### src/rtl/wb_port_arbiter.sv
// wb_port_arbiter
//
// Shares the single register-file write port between the MEM/WB stage and the
// multiply/divide unit. MDU results park in a one-entry holding buffer and
// normally yield to pipeline writes. A starvation counter bounds the wait: once
// the buffered result has lost STARVE_MAX times in a row, the pipeline is
// stalled for one cycle and the buffer drains.
//
// Ports:
//   clk, rst_n                   clock, synchronous active-low reset
//   pipe_we_i/rd_i/data_i        MEM/WB write request
//   mdu_valid_i/rd_i/data_i      MDU result (valid/ready handshake)
//   mdu_ready_o                  holding buffer empty and out of reset
//   stall_o                      combinational pipeline freeze for this cycle
//   rf_we_o/waddr_o/wdata_o      registered register-file write port

module wb_port_arbiter #(
    parameter int unsigned STARVE_MAX = 4  // legal range 1..15
) (
    input  logic        clk,
    input  logic        rst_n,
    input  logic        pipe_we_i,
    input  logic [4:0]  pipe_rd_i,
    input  logic [31:0] pipe_data_i,
    input  logic        mdu_valid_i,
    input  logic [4:0]  mdu_rd_i,
    input  logic [31:0] mdu_data_i,
    output logic        mdu_ready_o,
    output logic        stall_o,
    output logic        rf_we_o,
    output logic [4:0]  rf_waddr_o,
    output logic [31:0] rf_wdata_o
);

    localparam logic [3:0] StarveMax = 4'(STARVE_MAX);

    logic        hb_valid_q, hb_valid_d;
    logic [4:0]  hb_rd_q, hb_rd_d;
    logic [31:0] hb_data_q, hb_data_d;
    logic [3:0]  starve_cnt_q, starve_cnt_d;
    logic        rf_we_q, rf_we_d;
    logic [4:0]  rf_waddr_q, rf_waddr_d;
    logic [31:0] rf_wdata_q, rf_wdata_d;

    logic pipe_req;
    logic force_drain;
    logic hb_grant;
    logic pipe_grant;
    logic mdu_fire;

    // Writes to x0 are architecturally void, so they never compete for the port.
    assign pipe_req    = pipe_we_i & (pipe_rd_i != 5'd0);
    assign force_drain = hb_valid_q & (starve_cnt_q == StarveMax);
    assign hb_grant    = hb_valid_q & (~pipe_req | force_drain);
    assign pipe_grant  = pipe_req & ~force_drain;

    // Ready only when empty: load and drain can never share an edge.
    assign mdu_ready_o = rst_n & ~hb_valid_q;
    assign mdu_fire    = mdu_valid_i & mdu_ready_o;
    // Masked by reset so the pipeline is never frozen while the block is held.
    assign stall_o     = rst_n & force_drain & pipe_req;

    assign rf_we_o    = rf_we_q;
    assign rf_waddr_o = rf_waddr_q;
    assign rf_wdata_o = rf_wdata_q;

    always_comb begin
        hb_valid_d   = hb_valid_q;
        hb_rd_d      = hb_rd_q;
        hb_data_d    = hb_data_q;
        starve_cnt_d = starve_cnt_q;
        rf_we_d      = 1'b0;
        rf_waddr_d   = rf_waddr_q;
        rf_wdata_d   = rf_wdata_q;

        if (pipe_grant) begin
            rf_we_d    = 1'b1;
            rf_waddr_d = pipe_rd_i;
            rf_wdata_d = pipe_data_i;
        end else if (hb_grant) begin
            // An MDU result to x0 still drains, it just produces no write.
            rf_we_d    = (hb_rd_q != 5'd0);
            rf_waddr_d = hb_rd_q;
            rf_wdata_d = hb_data_q;
            hb_valid_d = 1'b0;
        end

        if (hb_grant || !hb_valid_q) begin
            starve_cnt_d = 4'd0;
        end else if (starve_cnt_q < StarveMax) begin
            starve_cnt_d = starve_cnt_q + 4'd1;
        end

        if (mdu_fire) begin
            hb_valid_d   = 1'b1;
            hb_rd_d      = mdu_rd_i;
            hb_data_d    = mdu_data_i;
            starve_cnt_d = 4'd0;
        end
    end

    always_ff @(posedge clk) begin
        if (!rst_n) begin
            hb_valid_q   <= 1'b0;
            hb_rd_q      <= 5'd0;
            hb_data_q    <= 32'd0;
            starve_cnt_q <= 4'd0;
            rf_we_q      <= 1'b0;
            rf_waddr_q   <= 5'd0;
            rf_wdata_q   <= 32'd0;
        end else begin
            hb_valid_q   <= hb_valid_d;
            hb_rd_q      <= hb_rd_d;
            hb_data_q    <= hb_data_d;
            starve_cnt_q <= starve_cnt_d;
            rf_we_q      <= rf_we_d;
            rf_waddr_q   <= rf_waddr_d;
            rf_wdata_q   <= rf_wdata_d;
        end
    end

endmodule
### config.mk
export PLATFORM = sky130hd
export DESIGN_NAME = wb_port_arbiter
export DESIGN_NICKNAME = d
export VERILOG_FILES = /design/src/rtl/wb_port_arbiter.sv
export SDC_FILE = /design/constraint.sdc
export NUM_CORES = 1
export LEC_CHECK = 0
export BUFFER_PORTS_ARGS = -buffer_cell sky130_fd_sc_hd__buf_4
export CAP_MARGIN = 25
export CORE_ASPECT_RATIO = 0.6
export CORE_MARGIN = 4
export CORE_UTILIZATION = 30
export CTS_CLUSTER_SIZE = 30
export DETAILED_ROUTE_END_ITERATION = 10
export HOLD_SLACK_MARGIN = 0.1
export PLACE_DENSITY_LB_ADDON = 0.12
export SLEW_MARGIN = 20
export SYNTH_ARGS = -nofsm -noshare
export SYNTH_HDL_FRONTEND = slang
export SYNTH_SLANG_ARGS = --single-unit
### constraint.sdc
create_clock -name clk -period 6.1 [get_ports clk]
set_input_delay 1.83 -clock clk [delete_from_list [all_inputs] [get_ports clk]]
set_output_delay 1.83 -clock clk [all_outputs]
set_load 0.05 [all_outputs]
==> results of run 1 <==
sequential cells by signal (all words and copies together) (netlist names):
name          flops
hb_valid_q        1
hb_data_q        32
rf_we_o           1
rf_wdata_o       32
hb_rd_q           5
rf_waddr_o        5
starve_cnt_q      4
stage by stage:
step / cells / setup slack [ns] / util / power (mW) / hold slack (ns)
after floorplan: 401 / 0.919 / - / 0.779 / 0.429
after detailed placement: 628 / 1.09 / 0.402 / 0.883 / 0.440
after global placement: 628 / 1.15 / 0.402 / 0.880 / 0.436
final: 643 / 1.08 / 0.429 / 1.43 / 0.446
after global routing: 643 / 1.02 / 0.429 / 1.50 / 0.458
after CTS: 643 / 1.10 / 0.429 / 1.45 / 0.450
per-layer routing:
metal	vias to the layer above	share of wire	wire length (µm)	global-route usage
met2	94	0.39	3780	0.190
met1	1362	0.53	5070	0.211
met5	-	0	0	0
met4	0	0.0061	59	0.0395
met3	7	0.075	727	0.0647
li1	1551	-	-	-
cells by family (layout without fill, tap and decap cells):
logic type	Yosys count	after routing	synth area share
AOI/OAI and AO/OA	44	44	0.0952
xor gates and xnor gates	1	1	0.00256
adders and majority gates	2	2	0.00732
buffers and inverters	37	140	0.0479
DFF	80	80	0.469
muxes	37	37	0.108
and+or+nand+nor	200	200	0.270
power by group:
group / internal (mW) / leakage (nW) / switching, mW
Sequential: 0.566 / 0.661 / 0.0271
Clock: 0.355 / 0.149 / 0.206
Combinational: 0.108 / 1.36 / 0.168
critical path, cell delays in order:
cell and delay, ns:
buf_4 0.11, or4_1 0.54, o211ai_1 0.42, nor2_1 0.08, buf_4 0.20
layout by cell type, fill, tap and decap left out, drive strengths merged:
cell type and n:
buf 122, nand2 112, dfxtp 80, o211ai 38, nand2b 37, mux2i 37
nand3 37, clkbuf 11, inv 3, nor2 3, nor3 3, or4 2
nand3b 2, o21a 2, ha 2, clkinv 2, bufinv 2, o21ai 2
nor2b 1, nand4b 1, o211a 1, and3b 1, a21oi 1, xnor2 1
nand4 1
layout make-up:
class | instances | area, µm² | area share
Timing Repair Buffer | 122 | 916 | 0.197
Inverter | 3 | 11.3 | 0.00242
Multi-Input combinational cell | 284 | 1650 | 0.355
Sequential cell | 80 | 1600 | 0.344
Tap cell | 139 | 174 | 0.0373
Clock buffer | 11 | 233 | 0.0499
Clock inverter | 4 | 70.1 | 0.0150
worst paths after layout:
| check | startpoint | to | slack, ns |
|---|---|---|---|
| worst min-delay path | hb_data_q[12] | hb_data_q[12] | 0.45 |
| worst max register to register | hb_valid_q | hb_data_q[11] | 3.51 |
| worst max-delay path | pipe_rd_i[0] | stall_o | 1.08 |
| worst min register to register | hb_data_q[12] | hb_data_q[12] | 0.45 |
==> impl_results.md, run 1 <==
- Status: finished clean
- Crit Path Max Fanout: 6
- Num CTS Buffers: 9
- Leakage: 2.17 nW
- Clock skew: 0.00475 ns
- Die ar.: 13200 µm²
- Pwr dens: 307 nW/µm²
- DR vias/cell: 4.69
- Root buf cell: clkbuf_16
- Initial Util: 0.315
- Crit path kind: input port to output pin
- Most frequent cells after synthesis: 112 x nand2_1, 80 x dfxtp_1, 38 x o211ai_1
- Final Hold Fails: 0
- PortBufs: 117
- Post-Syn Area: 3420 µm²
- Cells after Synth: 401
- Fin crit period: 5.02 ns
- Final nets: 580
- Asr flop ratio synth: 0
- Area grow syn2layout: 36.3%
- IO Count: 118
- Worst slew pin tran: 1.01 ns
- Die Width: 146 µm
- Clk pin slew, worst setup/hold paths: 0.06 ns
- Worst skew pair latency: 0.33 ns
- CP required: 4.27 ns
- RSZ-0062 raised after global routing: no
- Share of layout cells above drive strength 1: 0.272
- Setup Buffers After CTS: 0
- Post-synth net total: 481
- Register area share after synthesis: 0.469
- CTS sink count: 80
- First-pass GRT wire length: 15500 µm
- Crit share post-route: 0.823
- DRT Pass-1 Iters: 4
- CTS tree: built
- Final setup violation count: 0
- Row count: 29
- DR WL/cell: 15.0 µm
- Ys flop type: dfxtp_1
- Initial antenna violation count: 0
- Vias in the first global route: 2956
- Placer Congestion: 0.740
- DRC viols: 0
- Crit. End Element: output pin
- Startpoint types: input port
- Post-cts resize count: 0
- Warnings from Yosys: 0
- Headroom to the max-slew limit: 0.329
- Data arrival, critical path: 3.19 ns
- Largest cells by area after synthesis: dfxtp_1 47%, nand2_1 12%, mux2i_1 11%
- Fillers: 1092
- Largest net degree at the start of global routing: 97
- Routed vias: 3014
- Avg Cell Area, Syn: 8.52 µm²
- Setup TNS: 0 ns
- Clk buf depth: 2
- Dpl hpwl: 6510 µm
- FMAX: 199 MHz
- WHS Path Cells: 2
- EDFF count, synth: 0
- Total global-route track usage: 0.145
- Register bit total from synthesis: 80
- R2R depth: 5
- GRT Residual Overflow: 0
- ANT cells: 0
- Library cells used by synthesis: 26
- Slew Limit Fails: 0
- 1st-iter DRT viols: 193
- H-Tree Depth: 3
- Remaining antenna violation count after routing: 0
- Hold Path Class: flop to flop
- Post-Route WL: 9640 µm
- Placed cell area: 4360 µm²
- Top cell type's share of synthesized area: 0.469
- Top-count cell post-synth: nand2_1
- Chip Height: 90.7 µm
- Peak supply drop: 0.136 mV
- # hold bufs at CTS: 0
- Max-Cap Viols: 0
- Design area: 4660 µm²
- Core Box Area: 10800 µm²
- Cell taking the most area after synthesis: dfxtp_1
Note: power is estimated with default switching activity, not from simulation.
==> inputs of run 2 (changes only) <==
==> constraint.sdc (replaced) <==
create_clock -name clk -period 4.75 [get_ports clk]
set_input_delay 1.425 -clock clk [delete_from_list [all_inputs] [get_ports clk]]
set_output_delay 1.425 -clock clk [all_outputs]
set_load 0.05 [all_outputs]
==> impl_results.md, run 2 (synthesis results as in run 1) <==
- CTS sink count: 80 (unchanged)
- Clk buf depth: 2 (unchanged)
- Total global-route track usage: 0.142 (-0.00288)
- 1st-iter DRT viols: 126 (-35%)
- FMAX: 240 MHz
- H-Tree Depth: 3 (unchanged)
- Peak supply drop: 0.160 mV (+18%)
- GRT Residual Overflow: 0 (unchanged)
- Die ar.: 13200 µm² (unchanged)
- Final nets: 581 (+0.17%)
- Worst Setup EP: stall_o
- Worst slew pin tran: 0.867 ns (-0.139 ns)
- DR vias/cell: 4.67 (-0.48%)
- Data arrival, critical path: 2.75 ns (-0.44 ns)
- Worst reg-to-reg setup slack: 2.51 ns (-1.00 ns)
- Worst hold margin: 0.448 ns (+0.00236 ns)
- Setup TNS: 0 ns (unchanged)
- Post-cts resize count: 0 (unchanged)
- Num CTS Buffers: 9 (unchanged)
- # hold bufs at CTS: 0 (unchanged)
- Placed cell area: 4380 µm² (+0.46%)
- Worst skew pair latency: 0.33 ns (about the same)
- Crit Path Max Fanout: 6 (unchanged)
- Design area: 4710 µm² (+1.2%)
- Dpl hpwl: 6590 µm (+1.1%)
- DR WL/cell: 14.9 µm (-0.54%)
- Max-Cap Viols: 0 (unchanged)
- Initial Util: 0.315 (unchanged)
- Clock skew: 0.00567 ns (+0.000920 ns)
- Leading cell type in the layout, fill and taps excluded: buf_4
- Placer Congestion: 0.736 (-0.57%)
- Die Width: 146 µm (unchanged)
- IO Count: 118 (unchanged)
- Layout Utilization: 0.434 (+0.00496)
- First-pass GRT wire length: 15300 µm (-1.1%)
- Share of layout cells above drive strength 1: 0.277 (+0.00485)
- Chip Height: 90.7 µm (unchanged)
- Worst Setup SP: pipe_rd_i[0]
- RR Startpoint: hb_valid_q
- Routed vias: 3009 (-0.17%)
- Root buf cell: clkbuf_16
- Headroom to the max-slew limit: 0.420 (+0.0908)
- ANT cells: 0 (unchanged)
- R2R depth: 5 (unchanged)
- Final setup violation count: 0 (unchanged)
- Startpoint types: input port
- Row count: 29 (unchanged)
- Crit share post-route: 0.879
- Core Box Area: 10800 µm² (unchanged)
- Initial antenna violation count: 0 (unchanged)
- Slew Limit Fails: 0 (unchanged)
- CTS tree: built
- Remaining antenna violation count after routing: 0 (unchanged)
- Pwr dens: 402 nW/µm² (+31%)
- DRC viols: 0 (unchanged)
- Fin crit period: 4.17 ns
- Largest net degree at the start of global routing: 55 (-43%)
- CP required: 3.32 ns (-0.95 ns)
- PortBufs: 117 (unchanged)
- Setup Buffers After CTS: 0 (unchanged)
- Clk pin slew, worst setup/hold paths: 0.05 ns (about the same)
- Crit. End Element: output pin
- Status: finished clean
- Vias in the first global route: 2932 (-0.81%)
- Post-Route WL: 9610 µm (-0.23%)
- Area grow syn2layout: 37.9%
- DRT Pass-1 Iters: 4 (unchanged)
- Final Hold Fails: 0 (unchanged)
- Hold Path Class: flop to flop
- Crit path kind: input port to output pin
- Most frequent cells in the layout: 122 x buf_4, 112 x nand2_1, 79 x dfxtp_1, 38 x o211ai_1
- RSZ-0062 raised after global routing: no
- Leakage: 2.20 nW (+0.98%)
- Reg-to-reg endpoint: hb_rd_q[4]
run 2: changes by cell type in the layout (fill, tap and decap cells not counted):
cell        before  now
bufinv_16        2    3
clkbuf_1         2    1
buf_12           0    1
clkinvlp_4       0    1
run 2: cell type report:
cell class              instances  area (µm²)
fillers                      1069        6140
clock buffers                  10         229
repair buffers                123         936
well taps                     139         174
inverters                       3        11.3
flip-flops and latches         80        1600
clock inverters                 6         108
multi-input cells             284        1650
run 2: layer usage:
layer | vias to the layer above | GRT usage | share of wire
li1 | 1554 | - | -
met1 | 1355 | 0.217 | 0.55
met2 | 93 | 0.182 | 0.37
met3 | 7 | 0.0547 | 0.070
met4 | 0 | 0.0332 | 0.0074
met5 | - | 0 | 0
run 2: report_power, final:
| part | switching (mW) | leakage [nW] | internal, mW | total [mW] |
|---|---|---|---|---|
| Combinational | 0.214 | 1.37 | 0.140 | 0.354 |
| Sequential | 0.0365 | 0.661 | 0.727 | 0.763 |
| Clock | 0.267 | 0.162 | 0.512 | 0.779 |
run 2: worst min path at each step:
| stage | endpoint | cells past startpoint | slack, ns | startpoint |
|---|---|---|---|---|
| finish | hb_data_q[10] | 2 | 0.45 | hb_data_q[10] |
| global route | hb_data_q[13] | 2 | 0.47 | hb_data_q[13] |
| CTS | hb_data_q[13] | 2 | 0.45 | hb_data_q[13] |
| detailed placement | hb_data_q[13] | 2 | 0.44 | hb_data_q[13] |
| global placement | hb_data_q[24] | 2 | 0.44 | hb_data_q[24] |
| floorplan | hb_data_q[0] | 2 | 0.43 | hb_data_q[0] |
run 2: per-stage QoR:
step                      total power [mW]  setup slack, ns  std cells
after floorplan                       1.00            0.379        401
after global placement                1.13            0.610        629
after detailed placement              1.14            0.576        629
after CTS                             1.92            0.571        645
after global routing                  1.98            0.486        645
final                                 1.90            0.577        645
run 2: worst max-delay path, stage by stage:
cell and delay (ns):
buf_4 0.11, or4_1 0.54, o211ai_1 0.39, nor2_1 0.08, buf_4 0.20
==> inputs of run 3 (changes only) <==
--- a/config.mk
+++ b/config.mk
@@ -12,8 +12,8 @@
 export CORE_UTILIZATION = 30
 export CTS_CLUSTER_SIZE = 30
 export DETAILED_ROUTE_END_ITERATION = 10
-export HOLD_SLACK_MARGIN = 0.1
 export PLACE_DENSITY_LB_ADDON = 0.12
+export RECOVER_POWER = 100
 export SLEW_MARGIN = 20
 export SYNTH_ARGS = -nofsm -noshare
 export SYNTH_HDL_FRONTEND = slang
==> impl_results.md, run 3 (synthesis results as in run 1) <==
- Worst path slowest cell: clkbuf_1
- Worst Setup SP: rst_n
- Post-Route WL: 9630 µm (+0.12%)
- Die Width: 146 µm (unchanged)
- FMAX: 233 MHz (-2.8%)
- Worst skew pair latency: 0.33 ns (about the same)
- Worst Path Buf+Inv: 2 (unchanged)
- Placer Congestion: 0.736 (unchanged)
- GRT Residual Overflow: 0 (unchanged)
- Data arrival, critical path: 2.87 ns (+0.12 ns)
- Dpl hpwl: 6590 µm (unchanged)
- Busiest grt layer: met1
- DRT Pass-1 Iters: 4 (unchanged)
- RSZ-0062 raised after global routing: no
- Leading cell type in the layout, fill and taps excluded: nand2_1
- Worst slew pin tran: 2.10 ns (+1.23 ns)
- Core Box Area: 10800 µm² (unchanged)
- Crit share post-route: 0.904 (+0.0250)
- Design area: 4560 µm² (-3.3%)
- Worst reg-to-reg setup slack: 1.36 ns (-1.15 ns)
- Clk buf depth: 2 (unchanged)
- Placed cell area: 4380 µm² (unchanged)
- Peak supply drop: 0.161 mV (+0.37%)
- Initial antenna violation count: 0 (unchanged)
- Failing checks: capacitance limit, slew limit
- Final Hold Fails: 0 (unchanged)
- Post-cts resize count: 0 (unchanged)
- Reg-to-reg endpoint: rf_waddr_o[0]
- Total global-route track usage: 0.142 (unchanged)
- Row count: 29 (unchanged)
- CP required: 3.32 ns (about the same)
- Top delay family on crit path: buffers and inverters
- Met1 Use GR: 0.217 (unchanged)
- WHS Path Cells: 2 (unchanged)
- Largest net degree at the start of global routing: 55 (unchanged)
- Crit path kind: input port to output pin
- Setup TNS: 0 ns (unchanged)
- Worst hold margin: 0.448 ns (-0.000215 ns)
- ANT cells: 0 (unchanged)
- Most frequent cells in the layout: 112 x nand2_1, 79 x dfxtp_1, 79 x buf_4, 42 x clkbuf_1, 38 x o211ai_1
- Setup ws final: 0.458 ns (-0.119 ns)
- Remaining antenna violation count after routing: 0 (unchanged)
- Initial Util: 0.315 (unchanged)
- IO Count: 118 (unchanged)
- Setup Buffers After CTS: 0 (unchanged)
- DR WL/cell: 14.9 µm (+0.12%)
- DP Worst Slack: 0.576 ns (unchanged)
- First-pass GRT wire length: 15300 µm (unchanged)
- CP Cell Sequence: clkbuf_1 -> o211ai_1 -> nor2_1 -> buf_4
- DR vias/cell: 4.68 (+0.33%)
- Hold Path Class: flop to flop
- R2R depth: 6 (+1)
- CTS sink count: 80 (unchanged)
- Status: finished with violations
- DRC viols: 0 (unchanged)
- Clock skew: 0.00524 ns (-0.000430 ns)
- RR Startpoint: starve_cnt_q[0]
- Headroom to the max-slew limit: -0.397 (-0.817)
- Area grow syn2layout: 33.3%
- Die ar.: 13200 µm² (unchanged)
- Met3 GRT Util: 0.0547 (unchanged)
- Clk pin slew, worst setup/hold paths: 0.06 ns (about the same)
- Crit. End Element: output pin
- Vias in the first global route: 2932 (unchanged)
- Share of layout cells above drive strength 1: 0.194 (-0.0830)
- Fin crit period: 4.29 ns (+0.119 ns)
- Hold EP: hb_data_q[10]
- Slew Limit Fails: 28 (+28)
- H-Tree Depth: 3 (unchanged)
- Layout Utilization: 0.420 (-0.0144)
- Pwr dens: 410 nW/µm² (+2.0%)
- Final nets: 581 (unchanged)
- Max incr delay on CP: 0.67 ns (+0.13 ns)
- Crit Path Max Fanout: 21 (+15)
- Leakage: 2.03 nW (-7.3%)
- Startpoint types: input port
- # hold bufs at CTS: 0 (unchanged)
- Max-Cap Viols: 1 (+1)
- PortBufs: 117 (unchanged)
- Final setup violation count: 0 (unchanged)
- Root buf cell: clkbuf_16
- 1st-iter DRT viols: 155 (+23%)
- Hold Path Origin: hb_data_q[10]
- Global Route met2 Usage: 0.182 (unchanged)
- CTS tree: built
- Num CTS Buffers: 9 (unchanged)
- Routed vias: 3019 (+0.33%)
- Chip Height: 90.7 µm (unchanged)
==> run 3: cell count changes in the layout (fill, tap and decap cells not counted), sizes merged <==
cell	previous run	this run
buf	123	80
clkbuf	10	53
==> run 3: worst max-delay path by stage <==
stage               cells past startpoint     endpoint
floorplan                               4  mdu_ready_o
global placement                        5      stall_o
detailed placement                      5      stall_o
CTS                                     5      stall_o
global route                            4      stall_o
finish                                  4      stall_o
==> run 3: stage by stage <==
stage | power, mW | instances
global route | 1.95 | 645
global placement | 1.13 | 629
finish | 1.87 | 645
detailed placement | 1.14 | 629
floorplan | 1.00 | 401
CTS | 1.92 | 645
==> run 3: power by group <==
group | internal, mW | leakage (nW) | switching [mW]
clock | 0.512 | 0.162 | 0.266
combinational | 0.115 | 1.21 | 0.214
sequential | 0.727 | 0.661 | 0.0362
==> run 3: worst min-delay path: stages (launching register included) <==
cell     delay (ns)
dfxtp_1        0.30
nand3_1        0.06
nand2_1        0.05
==> run 3: final cells by class <==
cell class              count  area (µm²)
clock buffers              10         229
clock inverters             6         108
fillers                  1108        6290
inverters                   3        11.3
multi-input cells         284        1650
flip-flops and latches     80        1600
well taps                 139         174
repair buffers            123         779
==> run 3: routing by layer <==
metal  vias up  routed length [µm]
li1       1556                   -
met5         -                   0
met3         7                 747
met2        91                3610
met1      1365                5200
met4         0                  72
